===== src/rtl/egress_ctrl.sv =====
// egress_ctrl: turns packet descriptors (address + byte length) into one AXI4
// INCR read burst each and re-emits the returned data as an AXI-Stream packet.
//
// Ports
//   clk, rst_n            single clock, asynchronous active-low reset
//   rd_en                 allows new descriptors to be accepted
//   desc_*                descriptor handshake (addr, len in bytes, valid/ready)
//   m_axi_ar*             AXI4 read address channel (one burst outstanding)
//   m_axi_r*              AXI4 read data channel
//   m_axis_t*             AXI-Stream packet output, driven from registers only
//   pkt_cnt               packets emitted (wrapping 32-bit count)
//   err                   sticky: bad descriptor length or rlast disagreement
//   fsm_state             current FSM state (0 IDLE, 1 ADDR, 2 DATA)
//
// Handshake rule for every valid/ready pair here: a transfer happens on a rising
// edge where both are high; a source holding valid keeps its payload stable and
// never withdraws valid until that transfer, and ready may depend on state only.
module egress_ctrl #(
    parameter int ADDR_WIDTH = 16,
    parameter int DATA_WIDTH = 512
) (
    input  logic                    clk,
    input  logic                    rst_n,
    input  logic                    rd_en,
    input  logic [ADDR_WIDTH-1:0]   desc_addr,
    input  logic [15:0]             desc_len,
    input  logic                    desc_valid,
    output logic                    desc_ready,
    output logic [ADDR_WIDTH-1:0]   m_axi_araddr,
    output logic [7:0]              m_axi_arlen,
    output logic [2:0]              m_axi_arsize,
    output logic [1:0]              m_axi_arburst,
    output logic                    m_axi_arvalid,
    input  logic                    m_axi_arready,
    input  logic [DATA_WIDTH-1:0]   m_axi_rdata,
    input  logic                    m_axi_rlast,
    input  logic                    m_axi_rvalid,
    output logic                    m_axi_rready,
    output logic [DATA_WIDTH-1:0]   m_axis_tdata,
    output logic [DATA_WIDTH/8-1:0] m_axis_tkeep,
    output logic                    m_axis_tlast,
    output logic                    m_axis_tvalid,
    input  logic                    m_axis_tready,
    output logic [31:0]             pkt_cnt,
    output logic                    err,
    output logic [1:0]              fsm_state
);
    localparam int BEAT_BYTES = DATA_WIDTH / 8;
    localparam int SHIFT      = $clog2(BEAT_BYTES);
    localparam logic [ADDR_WIDTH-1:0] ADDR_MASK = {{(ADDR_WIDTH-SHIFT){1'b1}}, {SHIFT{1'b0}}};

    typedef enum logic [1:0] {IDLE = 2'd0, ADDR = 2'd1, DATA = 2'd2} state_t;
    state_t state, state_nxt;

    logic [ADDR_WIDTH-1:0]   addr_q;
    logic [7:0]              arlen_q;
    logic [SHIFT-1:0]        rem_q;
    logic [8:0]              beats_left;
    logic [8:0]              beats_calc;
    logic                    len_ok;
    logic                    desc_fire, ar_fire, r_fire, t_fire, final_beat;
    logic [BEAT_BYTES-1:0]   keep_final;

    // two-entry output buffer; the stream outputs read straight from it
    logic [DATA_WIDTH-1:0]   buf_data [2];
    logic [BEAT_BYTES-1:0]   buf_keep [2];
    logic                    buf_last [2];
    logic                    wr_ptr, rd_ptr;
    logic [1:0]              count;

    assign len_ok     = (desc_len != 16'd0) && (desc_len <= 16'd16384);
    // ceil(len / BEAT_BYTES): whole beats plus one if any bytes remain
    assign beats_calc = 9'((desc_len >> SHIFT) + 16'(|desc_len[SHIFT-1:0]));
    assign desc_fire  = desc_valid && desc_ready;
    assign ar_fire    = m_axi_arvalid && m_axi_arready;
    assign r_fire     = m_axi_rvalid && m_axi_rready;
    assign t_fire     = m_axis_tvalid && m_axis_tready;
    // the burst length we asked for decides the end, not rlast
    assign final_beat = (beats_left == 9'd1);
    assign keep_final = (rem_q == '0) ? {BEAT_BYTES{1'b1}} : ~({BEAT_BYTES{1'b1}} << rem_q);

    // state register
    always_ff @(posedge clk or negedge rst_n) begin
        if (!rst_n) state <= IDLE;
        else        state <= state_nxt;
    end

    // next-state logic
    always_comb begin
        state_nxt = state;
        case (state)
            IDLE:    if (desc_fire && len_ok) state_nxt = ADDR;
            ADDR:    if (ar_fire) state_nxt = DATA;
            DATA:    if (r_fire && final_beat) state_nxt = IDLE;
            default: state_nxt = IDLE;
        endcase
    end

    // FSM outputs
    always_comb begin
        desc_ready    = 1'b0;
        m_axi_arvalid = 1'b0;
        m_axi_rready  = 1'b0;
        case (state)
            IDLE:    desc_ready    = rd_en && rst_n;
            ADDR:    m_axi_arvalid = 1'b1;
            DATA:    m_axi_rready  = (count != 2'd2);
            default: ;
        endcase
    end

    assign m_axi_araddr  = addr_q & ADDR_MASK;
    assign m_axi_arlen   = arlen_q;
    assign m_axi_arsize  = 3'(SHIFT);
    assign m_axi_arburst = 2'b01;
    assign fsm_state     = state;

    // descriptor latch, beat counter, sticky error
    always_ff @(posedge clk or negedge rst_n) begin
        if (!rst_n) begin
            addr_q     <= '0;
            arlen_q    <= '0;
            rem_q      <= '0;
            beats_left <= '0;
            err        <= 1'b0;
        end else begin
            if (desc_fire) begin
                if (len_ok) begin
                    addr_q     <= desc_addr;
                    arlen_q    <= 8'(beats_calc - 9'd1);
                    rem_q      <= desc_len[SHIFT-1:0];
                    beats_left <= beats_calc;
                end else begin
                    err <= 1'b1;
                end
            end
            if (r_fire) begin
                beats_left <= beats_left - 9'd1;
                if (m_axi_rlast != final_beat) err <= 1'b1;
            end
        end
    end

    // output buffer and packet counter
    always_ff @(posedge clk or negedge rst_n) begin
        if (!rst_n) begin
            for (int i = 0; i < 2; i++) begin
                buf_data[i] <= '0;
                buf_keep[i] <= '0;
                buf_last[i] <= 1'b0;
            end
            wr_ptr  <= 1'b0;
            rd_ptr  <= 1'b0;
            count   <= 2'd0;
            pkt_cnt <= 32'd0;
        end else begin
            if (r_fire) begin
                buf_data[wr_ptr] <= m_axi_rdata;
                buf_keep[wr_ptr] <= final_beat ? keep_final : {BEAT_BYTES{1'b1}};
                buf_last[wr_ptr] <= final_beat;
                wr_ptr           <= ~wr_ptr;
            end
            if (t_fire) begin
                rd_ptr <= ~rd_ptr;
                if (m_axis_tlast) pkt_cnt <= pkt_cnt + 32'd1;
            end
            case ({r_fire, t_fire})
                2'b10:   count <= count + 2'd1;
                2'b01:   count <= count - 2'd1;
                default: count <= count;
            endcase
        end
    end

    assign m_axis_tvalid = (count != 2'd0);
    assign m_axis_tdata  = buf_data[rd_ptr];
    assign m_axis_tkeep  = buf_keep[rd_ptr];
    assign m_axis_tlast  = buf_last[rd_ptr];

endmodule


===== config.mk =====
export PLATFORM = sky130hd
export DESIGN_NAME = egress_ctrl
export DESIGN_NICKNAME = d
export VERILOG_FILES = /design/src/rtl/egress_ctrl.sv
export SDC_FILE = /design/constraint.sdc
export NUM_CORES = 2
export LEC_CHECK = 0
export CAP_MARGIN = 20
export CORE_AREA = 2 2 460 462
export DETAILED_ROUTE_END_ITERATION = 8
export DIE_AREA = 0 0 462 464
export GPL_TIMING_DRIVEN = 0
export SYNTH_ARGS = -nofsm -noshare
export SYNTH_HDL_FRONTEND = slang
export SYNTH_SLANG_ARGS = --single-unit

===== constraint.sdc =====
create_clock -name clk -period 2.65 [get_ports clk]
set_input_delay 0.53 -clock clk [delete_from_list [all_inputs] [get_ports clk]]
set_output_delay 0.53 -clock clk [all_outputs]
set_load 0.02 [all_outputs]

# Word level (Yosys, flattened, before mapping)
# Cells that the tools add are included.
word_totals:
  reg_bits: 1232
  in_bits: 552
  wordCells: 98
classes:
  add_sub_neg: 6
  magnitude_cmp: 4
  eq_ne: 10
  shift: 1
  n_mux: 35
  bitwise: 5
  reduce_logical: 21
op_table:
  columns: ["op", "n"]
  rows:
  - ["$mux 512", 4]
  - ["$bwmux 1024", 1]
  - ["$demux 512 s1", 1]
  - ["$mux 64", 6]
  - ["$bwmux 128", 1]
  - ["$demux 64 s1", 1]
  - ["$not 64->64", 1]
  - ["$shl 64x6->64 const A", 1]
  - ["$add 32x1->32 const B", 1]
  - ["$mux 9", 3]
  - ["$le 16x15->1 const B", 1]
  - ["$reduce_bool 16->1", 1]
  - ["$mux 1", 11]
  - ["$add 9x1->9", 1]
  - ["$eq 9x1->1 const B", 1]
  - ["$logic_and 1x1->1", 9]
  - ["$sub 9x1->9 const B", 1]
  - ["$ne 2x2->1 const B", 4]
  - ["$reduce_bool 2->1", 4]
  - ["$sub 8x1->8 const B", 1]
  - ["$logic_not 6->1", 1]
  - ["$mux 2", 3]
  - ["$pmux 2 s3", 1]
  - ["$reduce_and 2->1", 3]
  - ["15 further kinds", 20]

# Logic depth before layout (Yosys ltp)
logic_depth:
  word_depth: 6
  mapped_depth: 10
  mapped_depth_nobuf: 10

# Least setup slack after synthesis
# Ideal clock, no wire load.
synth_path:
  kind: "input -> register"
  from: "in desc_len[1]"
  to: "reg arlen_q[7], in the netlist m_axi_arlen[7]"
  setup_ns: 0.131
  t_arrival_ns: 2.433
  t_required_ns: 2.519
  slack_ns: 0.086
  path_stages: 9
  cell_sequence: "nor4_1 -> nand2_1 -> ha_1 -> ha_1 -> xnor2_1 -> nand3_1 -> a2111oi_2 -> xnor2_1 -> o21ai_1"
synth_between:
  elab_chain_len: 3
  word_cells_on_any_way: 7
  cone_classes: "2 x add/sub; 1 x order compare; 4 x reduce/logical"
synth_rtl:
  columns: ["element", "line", "text"]
  rows:
  - ["from (decl)", "26", "input logic [15:0] desc_len,"]
  - ["$reduce_or 6->1, or another cell as far along", "73", "assign beats_calc = 9'((desc_len >> SHIFT) + 16'(|desc_len[SHIFT-1:0]));"]
  - ["$add 9x1->9 or $logic_and 1x1->1 (tied branches)", "73, 71", null]
  - ["$sub 8x1->8 or $reduce_and 2->1 (tied branches)", null, null]
  - ["to (signal assigned)", "130", "arlen_q <= 8'(beats_calc - 9'd1);"]
  - ["to (decl)", "56", "logic [7:0] arlen_q;"]
# Parallel ways exist; a longest one is shown, timed or not.
# A chain may end at the register's enable or synchronous reset.

# Worst setup path after layout
layout_path:
  from: "reg rd_ptr"
  to: "out m_axis_tdata[6]"
layout_between:
  elab_chain_len: 4
layout_rtl:
  columns: ["element", "line", "text"]
  rows:
  - ["from (decl)", "68", "logic wr_ptr, rd_ptr;"]
  - ["from (signal assigned)", "164", "rd_ptr <= ~rd_ptr;"]
  - ["$not 1->2 (not written as such)", "176", "assign m_axis_tdata = buf_data[rd_ptr];"]
  - ["$mux 512 (not written as such) (3 in a row)", "176", null]
  - ["to (decl)", "39", "output logic [DATA_WIDTH-1:0] m_axis_tdata,"]
# No other way between the ends. The select of a mux whose other input is x is not followed.

==> Implementation_results.wiki <==
{| class="wikitable"
! Metric !! Value
|-
| Total global-route track usage || 20.4%
|-
| DRC violation count after routing || 0
|-
| Wire length reported by the detailed router || 227000 um
|-
| Final Critical Period || 3.14 ns
|-
| Clock buffer count from CTS || 147
|-
| Power Density || 1370 nW/um2
|-
| Type of the worst min-delay path || input port to async pin
|-
| # setup viols final || 999
|-
| RSZ-0062 raised after global routing || yes
|-
| Die outline height || 464 um
|-
| Sequential share of power || 29.6%
|-
| Drt first-iter violations || 2795
|-
| Required time worst endpoint || 2.12 ns
|-
| Max Slew Vio Count || 0
|-
| First-pass GRT wire length || 319000 um
|-
| Area overhead of the layout relative to synthesis || 42.0%
|-
| First-pass iteration count of the detailed router || 6
|-
| Clock network fraction of total power || 19.4%
|-
| Run status || finished with violations
|-
| Placer Congestion || 0.889
|-
| Number of nets with antenna violations after routing || 0
|-
| Max-Slew Margin vs Limit || 26.0%
|-
| Fraction of layout cells with a size suffix above 1 || 31.3%
|-
| Number of warnings reported in the yosys synthesis log || 0
|-
| Worst-case setup margin in the final layout || -0.495 ns
|-
| Net switching power figure || 41.7 mW
|-
| Leakage power || 41.1 nW
|-
| Hold Violations, Final || 152
|-
| Violations in the final reports || negative hold slack, negative setup slack
|-
| IR drop worst, VDD || 0.723 mV
|-
| H-tree levels || 4
|-
| Share of flip-flops with an asynchronous set or reset || 100%
|-
| Cell row count || 168
|-
| Number of fill cells || 20234
|-
| Critical path fanouts, max || 7
|-
| Clock transition time at the flip-flop clock pins of the worst setup and hold paths || 0.06 ns
|-
| Core region area || 209000 um2
|-
| Fin Clk Skew || 0.0325 ns
|-
| Net switching share of the total power || 38.7%
|-
| Yosys cell types || 60
|-
| Via count || 41851
|-
| Number of enable flip-flop cells after synthesis || 0
|-
| Total overflow reported by the global router || 0
|-
| Non-filler instance count after layout || 9187
|-
| Number of port buffers || 1177
|-
| Root Buffer || clkbuf_16
|-
| Initial Util || 26.5%
|-
| Number of instances in the synthesized netlist || 4790
|-
| Post-layout net count || 6780
|-
| Post-Syn Area per Cell || 11.6 um2
|-
| Worst Hold Margin || -0.267 ns
|-
| Classification of the worst setup path || flop to primary output
|-
| Floorplan die width || 462 um
|-
| Estimated wirelength of the detail-placed design || 169000 um
|-
| Detailed-route wire length per cell || 24.7 um
|-
| Cell area after synthesis || 55400 um2
|-
| Clk sinks || 1226
|-
| Most used DFF post-synth || dfrtp_1
|-
| Die Footprint || 214000 um2
|-
| Endpoint class of the critical path || primary output
|-
| Slew of the pin with the lowest slew margin || 1.11 ns
|-
| Share of the yosys chip area belonging to registers || 55.3%
|-
| Number of maximum-capacitance constraint violations || 0
|-
| Routed via count divided by cell count || 4.56
|-
| I/O pin total || 1197
|-
| Vias in the first global route || 43363
|-
| Source-to-sink clock delay at the later pin of the worst-skew pair || 0.78 ns
|-
| Internal power component || 66.1 mW
|-
| Buffer depth of the longest clock path || 3
|-
| CTS tree || built
|-
| Post-route fraction of the period consumed by the critical path || 119%
|-
| Signal arrival time at the worst endpoint || 2.61 ns
|-
| Placed cell count || 8792
|-
| Antenna violations before repair || 86
|-
| Synth Register Bits || 1226
|-
| Kind of start point of the critical path || flop
|-
| Relative contribution of combinational cells to total power || 51.0%
|-
| Largest net degree at the start of global routing || 183
|-
| Maximum operating frequency || 318 MHz
|}
cell families after synthesis:
family / share of synthesized area (%)
and+or+nand+nor: 13.4
DFF: 55.3
xor gates and xnor gates: 0.758
adders and majority gates: 0.158
muxes: 25.0
buffers and inverters: 3.11
other: 0.0135
AOI/OAI and AO/OA: 2.17
timing repair:
item,in CTS,in global routing
cloned,8,7
pin swaps,0,0
setup buffers,47,32
endpoints found under the setup margin,1253,1536
gates resized for setup,1198,826
endpoints found under the hold margin,152,152
final timing paths:
| check | from | endpoint | depth (start not counted) | slack [ns] |
|---|---|---|---|---|
| max | rd_ptr$_DFFE_PN0P_ | m_axis_tdata[6] | 8 | -0.49 |
| min | rst_n | fsm_state[1]$_DFFE_PN0P_ | 1 | -0.27 |
| max reg2reg | count[0]$_DFFE_PN0P_ | buf_data[788]$_DFFE_PN0P_ | 10 | -0.36 |
| min reg2reg | buf_data[786]$_DFFE_PN0P_ | buf_data[786]$_DFFE_PN0P_ | 2 | 0.47 |
| max in group asynchronous | rst_n | buf_data[851]$_DFFE_PN0P_ | 4 | 0.10 |
| min in group clk | desc_len[11] | m_axi_arlen[5]$_DFFE_PN0P_ | 3 | 0.25 |
through the flow:
step                power, mW  instance area (um2)  setup WS (ns)  setup TNS, ns  util [%]
finish                    108                78700         -0.495        -242.48      37.6
global route              113                78600         -0.616        -432.27      37.6
CTS                       109                77600         -0.900        -576.59      37.1
detailed placement       84.5                71000          -1.95       -1468.95      34.0
global placement         84.4                70800         -55.81              -      33.8
floorplan                60.1                55500         0.0860              0         -
power groups by stage:
stage / sequential (mW) / clock, mW / combinational [mW]
floorplan: 30.7 / 0 / 29.4
finish: 31.9 / 20.9 / 55.0
global route: 32.9 / 22.2 / 58.2
global placement: 31.9 / 0 / 52.6
detailed placement: 31.9 / 0 / 52.5
CTS: 31.8 / 21.5 / 55.4
cell type report:
type                            instances  area (um2)  area share, %
Sequential cell                      1226       30700           39.0
Multi-Input combinational cell       3266       23500           29.8
Timing Repair Buffer                 1280       13400           17.0
Clock buffer                          218        4320           5.49
Tap cell                             2805        3510           4.46
Buffer                                292        2580           3.28
Clock inverter                         47         632          0.803
Antenna cell                           45         113          0.143
Inverter                                8        30.0         0.0382
cell usage after synthesis (2+ instances only):
library cell / n / area share, %
and4_1: 7 / 0.11
a21oi_2: 6 / 0.095
nand2b_1: 8 / 0.090
o31ai_1: 2 / 0.027
nor3_1: 9 / 0.081
nand2_1: 1755 / 12
dfrtp_1: 1226 / 55
nor4b_2: 2 / 0.054
and4b_1: 2 / 0.036
o21a_1: 4 / 0.054
or3_1: 6 / 0.068
clkbuf_1: 103 / 0.70
nand3_1: 24 / 0.22
buf_2: 120 / 1.1
buf_4: 13 / 0.18
conb_1: 2 / 0.014
nor2_1: 37 / 0.25
o211ai_1: 3 / 0.041
or4_1: 2 / 0.027
o21ai_1: 12 / 0.11
mux2i_1: 4 / 0.072
or2_2: 6 / 0.068
nand4_1: 9 / 0.10
xnor2_1: 36 / 0.57
mux2_4: 400 / 11
a211o_1: 2 / 0.032
nor4_1: 5 / 0.056
a31oi_4: 4 / 0.15
and3_1: 11 / 0.12
inv_1: 7 / 0.047
buf_6: 50 / 1.0
mux2_2: 696 / 14
o221a_2: 2 / 0.041
xor2_1: 12 / 0.19
nor2b_1: 3 / 0.034
a31oi_1: 14 / 0.16
ha_1: 7 / 0.16
buf_1: 13 / 0.088
nand2_2: 2 / 0.023
a21o_1: 2 / 0.027
o21ai_0: 120 / 1.1
a21oi_1: 24 / 0.22
sequential cells by signal, indices dropped and copies added (netlist names):
register / cells
wr_ptr: 1
pkt_cnt: 32
buf_data: 1024
err: 1
rem_q: 6
rd_ptr: 1
buf_last: 2
count: 2
buf_keep: 128
m_axi_arlen: 8
addr_q: 10
beats_left: 9
fsm_state: 2
routing by layer:
layer	global-route usage, %	share of wire, %	vias up
met2	32.9	46	1590
met4	7.31	3.7	36
met1	24.8	40	21072
li1	-	-	18771
met5	0	0.10	-
met3	7.75	9.5	382
placed cells by master (no fill, tap or decap), types with 16 or more instances in the layout:
cell type        netlist  final
buf_4                 13     96
buf_12                 0     34
clkdlybuf4s15_2        0     31
mux2_2               696    587
diode_2                0     45
clkbuf_16              0    184
clkbuf_1             103     81
dlymetal6s2s_1         0    259
xnor2_1               36     36
clkinv_2               0     17
clkbuf_8               0     38
dfrtp_1             1226   1225
dlygate4sd2_1          0     36
buf_6                 50    161
nand2_1             1755   1755
o21ai_0              120    120
mux2_4               400    509
buf_2                120    186
clkbuf_2               0     45
nor2_1                37     37
nand3_1               24     24
buf_8                  0     16
clkdlybuf4s50_1        0    599
a21oi_1               24     24
worst max-delay path, stage by stage (launching register included):
cell,delay (ns)
dfrtp_2,0.44
buf_12,0.17
clkbuf_16,0.18
buf_12,0.14
clkbuf_16,0.15
buf_12,0.14
buf_4,0.13
mux2_4,0.30
buf_6,0.14
No activity file was read; power rests on OpenSTA's default activity.
